**src/rtl/lsu_pkg.sv**
```systemverilog
// Shared encodings for the load/store unit: access sizes and controller states.
package lsu_pkg;

    localparam logic [1:0] LSU_SZ_B = 2'd0;
    localparam logic [1:0] LSU_SZ_H = 2'd1;
    localparam logic [1:0] LSU_SZ_W = 2'd2;
    localparam logic [1:0] LSU_SZ_D = 2'd3;

    typedef enum logic [1:0] {
        IDLE = 2'd0,
        REQ  = 2'd1,
        WAIT = 2'd2,
        RESP = 2'd3
    } lsu_state_t;

endpackage

```
**src/rtl/lsu_align.sv**
```systemverilog
// Byte-lane steering for lsu_ctrl: store strobe/data placement and load extraction
// with sign or zero extension. Purely combinational.
module lsu_align
    import lsu_pkg::*;
#(
    parameter int XLEN = 64
) (
    input  logic [1:0]                 i_size,
    input  logic [$clog2(XLEN/8)-1:0]  i_off,
    input  logic                       i_unsigned,
    input  logic [XLEN-1:0]            i_wdata,
    input  logic [XLEN-1:0]            i_rdata,
    output logic [XLEN/8-1:0]          o_wstrb,
    output logic [XLEN-1:0]            o_wdata,
    output logic [XLEN-1:0]            o_ldata
);

    localparam int NB = XLEN / 8;

    logic [4:0]      w_nbytes;
    logic [NB-1:0]   w_base;
    logic [XLEN-1:0] w_keep;
    logic [XLEN-1:0] w_raw;
    logic            w_sign;

    assign w_nbytes = 5'd1 << i_size;

    // w_base marks the low nbytes lanes; w_keep widens it to a bit mask.
    genvar gi;
    generate
        for (gi = 0; gi < NB; gi++) begin : g_lane
            assign w_base[gi]         = (w_nbytes > 5'(gi));
            assign w_keep[8*gi +: 8]  = {8{w_base[gi]}};
        end
    endgenerate

    assign o_wstrb = w_base << i_off;
    assign o_wdata = i_wdata << {i_off, 3'b000};
    assign w_raw   = i_rdata >> {i_off, 3'b000};

    always_comb begin
        w_sign = w_raw[XLEN-1];
        case (i_size)
            LSU_SZ_B: w_sign = w_raw[7];
            LSU_SZ_H: w_sign = w_raw[15];
            LSU_SZ_W: w_sign = w_raw[31];
            default:  w_sign = w_raw[XLEN-1];
        endcase
    end

    // Full-width accesses have an all-ones keep mask, so they pass through untouched.
    assign o_ldata = (w_raw & w_keep) | ((w_sign && !i_unsigned) ? ~w_keep : '0);

endmodule

```
**src/rtl/lsu_ctrl.sv**
```systemverilog
// Multi-cycle load/store unit: one access at a time over a request/response memory port.
// Define LSU_MISALIGN_TRAP_EN to report misaligned accesses instead of force-aligning them.
module lsu_ctrl
    import lsu_pkg::*;
#(
    parameter int XLEN   = 64,
    parameter int ADDR_W = 64
) (
    input  logic                clock,
    input  logic                reset_n,
    input  logic                req_valid,
    output logic                req_ready,
    input  logic [ADDR_W-1:0]   req_addr,
    input  logic                req_write,
    input  logic [1:0]          req_size,
    input  logic                req_unsigned,
    input  logic [XLEN-1:0]     req_wdata,
    output logic                resp_valid,
    input  logic                resp_ready,
    output logic [XLEN-1:0]     resp_rdata,
    output logic                resp_err,
    output logic                mem_req_valid,
    input  logic                mem_req_ready,
    output logic [ADDR_W-1:0]   mem_addr,
    output logic                mem_wen,
    output logic [XLEN-1:0]     mem_wdata,
    output logic [XLEN/8-1:0]   mem_wstrb,
    input  logic                mem_rsp_valid,
    input  logic [XLEN-1:0]     mem_rsp_rdata
);

    localparam int NB   = XLEN / 8;
    localparam int OFFW = $clog2(NB);

    lsu_state_t        r_state;
    logic              r_req_ready, r_mem_req_valid, r_mem_wen, r_resp_valid;
    logic [ADDR_W-1:0] r_mem_addr;
    logic [XLEN-1:0]   r_mem_wdata, r_resp_rdata;
    logic [NB-1:0]     r_mem_wstrb;
    logic [1:0]        r_size;
    logic [OFFW-1:0]   r_off;
    logic              r_unsigned;

    logic [1:0]        w_size, w_al_size;
    logic [2:0]        w_lowmask;
    logic [ADDR_W-1:0] w_addr_al;
    logic [OFFW-1:0]   w_off, w_al_off;
    logic [NB-1:0]     w_strb;
    logic [XLEN-1:0]   w_wdata_sh, w_ldata;

    // A doubleword on a 32-bit datapath collapses to a word.
    assign w_size = (XLEN == 32 && req_size == LSU_SZ_D) ? LSU_SZ_W : req_size;

    always_comb begin
        w_lowmask = 3'd7;
        case (w_size)
            LSU_SZ_B: w_lowmask = 3'd0;
            LSU_SZ_H: w_lowmask = 3'd1;
            LSU_SZ_W: w_lowmask = 3'd3;
            default:  w_lowmask = 3'd7;
        endcase
    end

    assign w_addr_al = req_addr & ~{{(ADDR_W-3){1'b0}}, w_lowmask};
    assign w_off     = w_addr_al[OFFW-1:0];

`ifdef LSU_MISALIGN_TRAP_EN
    logic w_misaligned;
    logic r_resp_err;
    assign w_misaligned = |(req_addr[2:0] & w_lowmask);
    assign resp_err     = r_resp_err;
`else
    assign resp_err     = 1'b0;
`endif

    // The steering block serves the incoming request in IDLE and the latched one afterwards.
    assign w_al_size = (r_state == IDLE) ? w_size : r_size;
    assign w_al_off  = (r_state == IDLE) ? w_off  : r_off;

    lsu_align #(.XLEN(XLEN)) u_align (
        .i_size     (w_al_size),
        .i_off      (w_al_off),
        .i_unsigned (r_unsigned),
        .i_wdata    (req_wdata),
        .i_rdata    (mem_rsp_rdata),
        .o_wstrb    (w_strb),
        .o_wdata    (w_wdata_sh),
        .o_ldata    (w_ldata)
    );

    always_ff @(posedge clock or negedge reset_n) begin
        if (!reset_n) begin
            r_state         <= IDLE;
            r_req_ready     <= 1'b1;
            r_mem_req_valid <= 1'b0;
            r_mem_wen       <= 1'b0;
            r_resp_valid    <= 1'b0;
            r_mem_addr      <= '0;
            r_mem_wdata     <= '0;
            r_mem_wstrb     <= '0;
            r_resp_rdata    <= '0;
            r_size          <= LSU_SZ_B;
            r_off           <= '0;
            r_unsigned      <= 1'b0;
`ifdef LSU_MISALIGN_TRAP_EN
            r_resp_err      <= 1'b0;
`endif
        end else begin
            case (r_state)
                IDLE: if (req_valid) begin
                    r_req_ready <= 1'b0;
                    r_size      <= w_size;
                    r_off       <= w_off;
                    r_unsigned  <= req_unsigned;
`ifdef LSU_MISALIGN_TRAP_EN
                    if (w_misaligned) begin
                        r_state      <= RESP;
                        r_resp_valid <= 1'b1;
                        r_resp_err   <= 1'b1;
                        r_resp_rdata <= '0;
                    end else
`endif
                    begin
                        r_state         <= REQ;
                        r_mem_req_valid <= 1'b1;
                        r_mem_addr      <= {w_addr_al[ADDR_W-1:OFFW], {OFFW{1'b0}}};
                        r_mem_wen       <= req_write;
                        r_mem_wstrb     <= w_strb;
                        r_mem_wdata     <= w_wdata_sh;
                    end
                end
                REQ: if (mem_req_ready) begin
                    r_mem_req_valid <= 1'b0;
                    r_state         <= WAIT;
                end
                WAIT: if (mem_rsp_valid) begin
                    r_resp_rdata <= r_mem_wen ? '0 : w_ldata;
                    r_resp_valid <= 1'b1;
`ifdef LSU_MISALIGN_TRAP_EN
                    r_resp_err   <= 1'b0;
`endif
                    r_state      <= RESP;
                end
                RESP: if (resp_ready) begin
                    r_resp_valid <= 1'b0;
                    r_req_ready  <= 1'b1;
                    r_state      <= IDLE;
                end
                default: r_state <= IDLE;
            endcase
        end
    end

    assign req_ready     = r_req_ready;
    assign resp_valid    = r_resp_valid;
    assign resp_rdata    = r_resp_rdata;
    assign mem_req_valid = r_mem_req_valid;
    assign mem_addr      = r_mem_addr;
    assign mem_wen       = r_mem_wen;
    assign mem_wdata     = r_mem_wdata;
    assign mem_wstrb     = r_mem_wstrb;

endmodule

```
**config.mk**
```make
export PLATFORM = sky130hd
export DESIGN_NAME = lsu_ctrl
export DESIGN_NICKNAME = d
export VERILOG_FILES = /design/src/rtl/lsu_pkg.sv /design/src/rtl/lsu_align.sv /design/src/rtl/lsu_ctrl.sv
export SDC_FILE = /design/constraint.sdc
export NUM_CORES = 1
export LEC_CHECK = 0
export ABC_AREA = 0
export CAP_MARGIN = 5
export CELL_PAD_IN_SITES_DETAIL_PLACEMENT = 0
export CELL_PAD_IN_SITES_GLOBAL_PLACEMENT = 1
export CORE_MARGIN = 2
export CORE_UTILIZATION = 23
export DETAILED_ROUTE_END_ITERATION = 10
export PLACE_DENSITY_LB_ADDON = 0.05
export SETUP_SLACK_MARGIN = 0.4
export SLEW_MARGIN = 30
export SYNTH_ARGS = -nofsm -noshare
export SYNTH_HDL_FRONTEND = slang
export SYNTH_SLANG_ARGS = --single-unit
```
**constraint.sdc**
```tcl
create_clock -name clock -period 3.3 [get_ports clock]
set_clock_uncertainty 0.2 [all_clocks]
set_input_delay 0.495 -clock clock [delete_from_list [all_inputs] [get_ports clock]]
set_output_delay 0.495 -clock clock [all_outputs]
set_load 0.02 [all_outputs]
```
==> results of run 1 <==
==> layout by cell type, fill, tap and decap left out, types with 5 or more instances in the layout <==
| cell | synthesis | layout |
|---|---|---|
| o211ai_1 | 10 | 10 |
| a31oi_1 | 8 | 8 |
| o21ai_1 | 2 | 5 |
| clkdlybuf4s50_1 | 0 | 401 |
| and3_1 | 9 | 8 |
| a211o_1 | 16 | 16 |
| a22o_1 | 25 | 25 |
| nand2_1 | 166 | 163 |
| mux2_2 | 66 | 66 |
| mux2i_1 | 70 | 65 |
| buf_12 | 0 | 14 |
| a22oi_1 | 16 | 16 |
| nor2_1 | 43 | 40 |
| mux2i_2 | 0 | 5 |
| a21o_1 | 9 | 9 |
| dfrtp_1 | 208 | 208 |
| a222oi_1 | 8 | 8 |
| buf_4 | 13 | 63 |
| clkbuf_16 | 0 | 30 |
| o2111a_1 | 7 | 7 |
| inv_1 | 16 | 14 |
| nor3_1 | 6 | 5 |
| clkbuf_1 | 32 | 11 |
| o21ai_0 | 54 | 51 |
| clkbuf_8 | 0 | 5 |
| nand3_1 | 33 | 33 |
| a221o_1 | 32 | 32 |
| a21oi_1 | 40 | 37 |
| or3_1 | 7 | 7 |
| a221oi_1 | 8 | 6 |
| mux4_2 | 32 | 32 |
==> routing by layer <==
metal	up-vias	GRT usage	share of wire
met5	-	0	0
met1	5097	0.265	0.46
li1	4665	-	-
met3	48	0.0313	0.050
met4	0	0.0340	0.016
met2	334	0.315	0.47
==> through the flow <==
| step | std cells | total power (W) | hold slack, ps | TNS [ps] |
|---|---|---|---|---|
| after CTS | 2077 | 0.0172 | 269 | 0 |
| after global routing | 2089 | 0.0183 | 287 | 0 |
| after floorplan | 1024 | 0.00957 | -0.591 | 0 |
| after detailed placement | 2021 | 0.0141 | 256 | -703 |
| final | 2089 | 0.0172 | 266 | 0 |
| after global placement | 2021 | 0.0140 | 249 | -188 |
==> critical path, cell delays in order (launching register included) <==
cell and delay (ps):
dfrtp_1 390, inv_2 100, ha_4 190, nor2b_1 90, buf_4 150, nor2_4 300
buf_12 210, mux2i_1 240, nor2_1 50, or3_1 380, o2111a_1 180, a211o_1 230
==> worst min path at each step <==
stage / startpoint / end / slack (ps) / cells after the start
finish: mem_wdata[53] / mem_wdata[53] / 270 / 2
global route: mem_wdata[61] / mem_wdata[61] / 290 / 2
floorplan: reset_n / mem_addr[10] / -0.6 / 0
global placement: mem_wdata[48] / mem_wdata[48] / 250 / 2
detailed placement: mem_wdata[48] / mem_wdata[48] / 260 / 2
CTS: mem_wdata[48] / mem_wdata[48] / 270 / 2
==> area by class of cell <==
cell class,instances,area share
multi-input cells,717,0.321
flip-flops and latches,209,0.302
repair buffers,485,0.281
clock buffers,44,0.0467
well taps,615,0.0444
inverters,16,0.00346
clock inverters,3,0.00151
==> registers in the layout (all words and copies together) (netlist names) <==
name and flops:
mem_wstrb 8, r_size 2, r_off 3, mem_addr 61, resp_valid 1, r_state 2, mem_req_valid 1, resp_rdata 64
mem_wen 1, r_unsigned 1, mem_wdata 64, req_ready 1
==> where the power goes <==
part	total [W]	internal, W	switching (W)
logic	0.00998	0.00466	0.00532
registers	0.00440	0.00371	0.000697
clock network	0.00286	0.00166	0.00120
==> cell families after synthesis <==
kind of cell             Yosys count
AO/OA/AOI/OAI                    248
AND/OR/NAND/NOR                  291
buffers and inverters             99
other                              1
multiplexers                     168
flip-flops                       209
adder cells (fa/ha/maj)            5
==> repair_timing <==
item | in CTS | in global routing
cloned | 1 | 2
pin swaps | 4 | 8
buffers inserted | 7 | 10
hold endpoints to repair | 73 | 0
endpoints found under the setup margin | 72 | 68
gates resized for setup | 16 | 16
hold buffers | 1 | 0
==> out/metrics.csv, run 1 <==
metric,value,unit
io_pins,407,
yosysTopAreaCellShare,0.470,
cts_tree,yes,
rows,80,
synth_warnings,0,
nFillCells,4793,
worst-endpoint-arrival,3050,ps
worstHoldPathType,flop to flop,
cts_inserted_buffers,28,
synth_top_family_by_area,multiplexers,
worstMarginPinSlew,812,ps
place_hpwl,34.8,mm
drtAntennaViolNets,0,
final_nets,1664,
syn2layout_area_growth,56.7,%
setup_ws,488,ps
r2r-start,r_state[0],
overflow,0,
num_vias,10100,
dr.pass1.iters,5,
ir_worst_vdd,0.403,mV
synthAdderAreaFrac,0.00565,
maxSlewViolCount,0,
routed_wl,49.1,mm
clkTransAtPathRegs,60,ps
synth_compound_area_frac,0.165,
via_per_inst,4.86,
cp_max_fo,8,
r2r_setup_slack,490,ps
cp-endpoint,resp_rdata[13],
synth_cells,1021,
required,3530,ps
fp.dieW,223,um
synth_common_cells,"208 x dfrtp_1, 166 x nand2_1, 70 x mux2i_1, 66 x mux2_2, 54 x o21ai_0",
multi_input_area,5570,um2
die_h,223,um
port_buffers,402,
max_cap_viol_count,0,
synth.distinct_cells,60,
drtIter0Drc,665,
final_area,17300,um2
muxShareOfSynthArea,0.196,
final_hold_viol_count,0,
final-seq-area,5230,um2
grt_setup_unrepaired,true,
clk_path_buf_depth,3,
cts_root_buf,clkbuf_16,
coreArea,47600,um2
avgSynthCellArea,10.8,um2
cts_sinks,209,
setup.worst_path.class,flop to flop,
synth_top_flop_cell,dfrtp_1,
drive_gt1_frac,0.178,
track_usage,0.191,
grt_pass1_wl,71.7,mm
dpl_cell_area,16100,um2
crit_start,r_state[0],
antenna_found_initial,0,
dp_slack,-82.7,ps
ys_ff_latch,209,
relSlewSlack,0.458,
status,"complete, no violations",
place.gp.congestion,0.803,
drc,0,
power_density,995,nW/um2
crit_path_start_kind,flop,
h-tree-depth,1,
async_flop_share,1.00,
cp-end-kind,flop,
yosys.area.top_type,dfrtp_1,
setup_viol,0,
start_util,0.232,
period_share,0.852,
drt-wirelength-per-cell,23.5,um
synth_edf_count,0,
design.die.area,49900,um2
synth_most_common_cell,dfrtp_1,
synth_xor_area_frac,0,
period_minus_slack,2810,ps
r2r-end,resp_rdata[13],
synth_area_leaders,"dfrtp_1 47%, mux2_2 6.7%, mux4_2 6.5%, mux2i_1 6.3%, nand2_1 5.6%",
power.leakage,7.62,nW
max_freq,0.356,GHz
grt_pass1_vias,10600,
syn_area,11100,um2
synth-seq-area-share,0.473,
grt_max_degree,117,
antenna_cells,0,
clock_latency,570,ps
ff2ff_path_depth,11,
synth-simple-area-share,0.117,
utilization,0.364,
No activity file was read; power rests on OpenSTA's default activity.
==> inputs of run 2 (changes only) <==
--- a/config.mk
+++ b/config.mk
@@ -12,6 +12,7 @@
 export CORE_MARGIN = 2
 export CORE_UTILIZATION = 23
 export DETAILED_ROUTE_END_ITERATION = 10
+export GPL_ROUTABILITY_DRIVEN = 0
 export PLACE_DENSITY_LB_ADDON = 0.05
 export SETUP_SLACK_MARGIN = 0.4
 export SLEW_MARGIN = 30
==> results of run 2 <==
No change in the layout: final DEF, timing and power equal those of run 1.
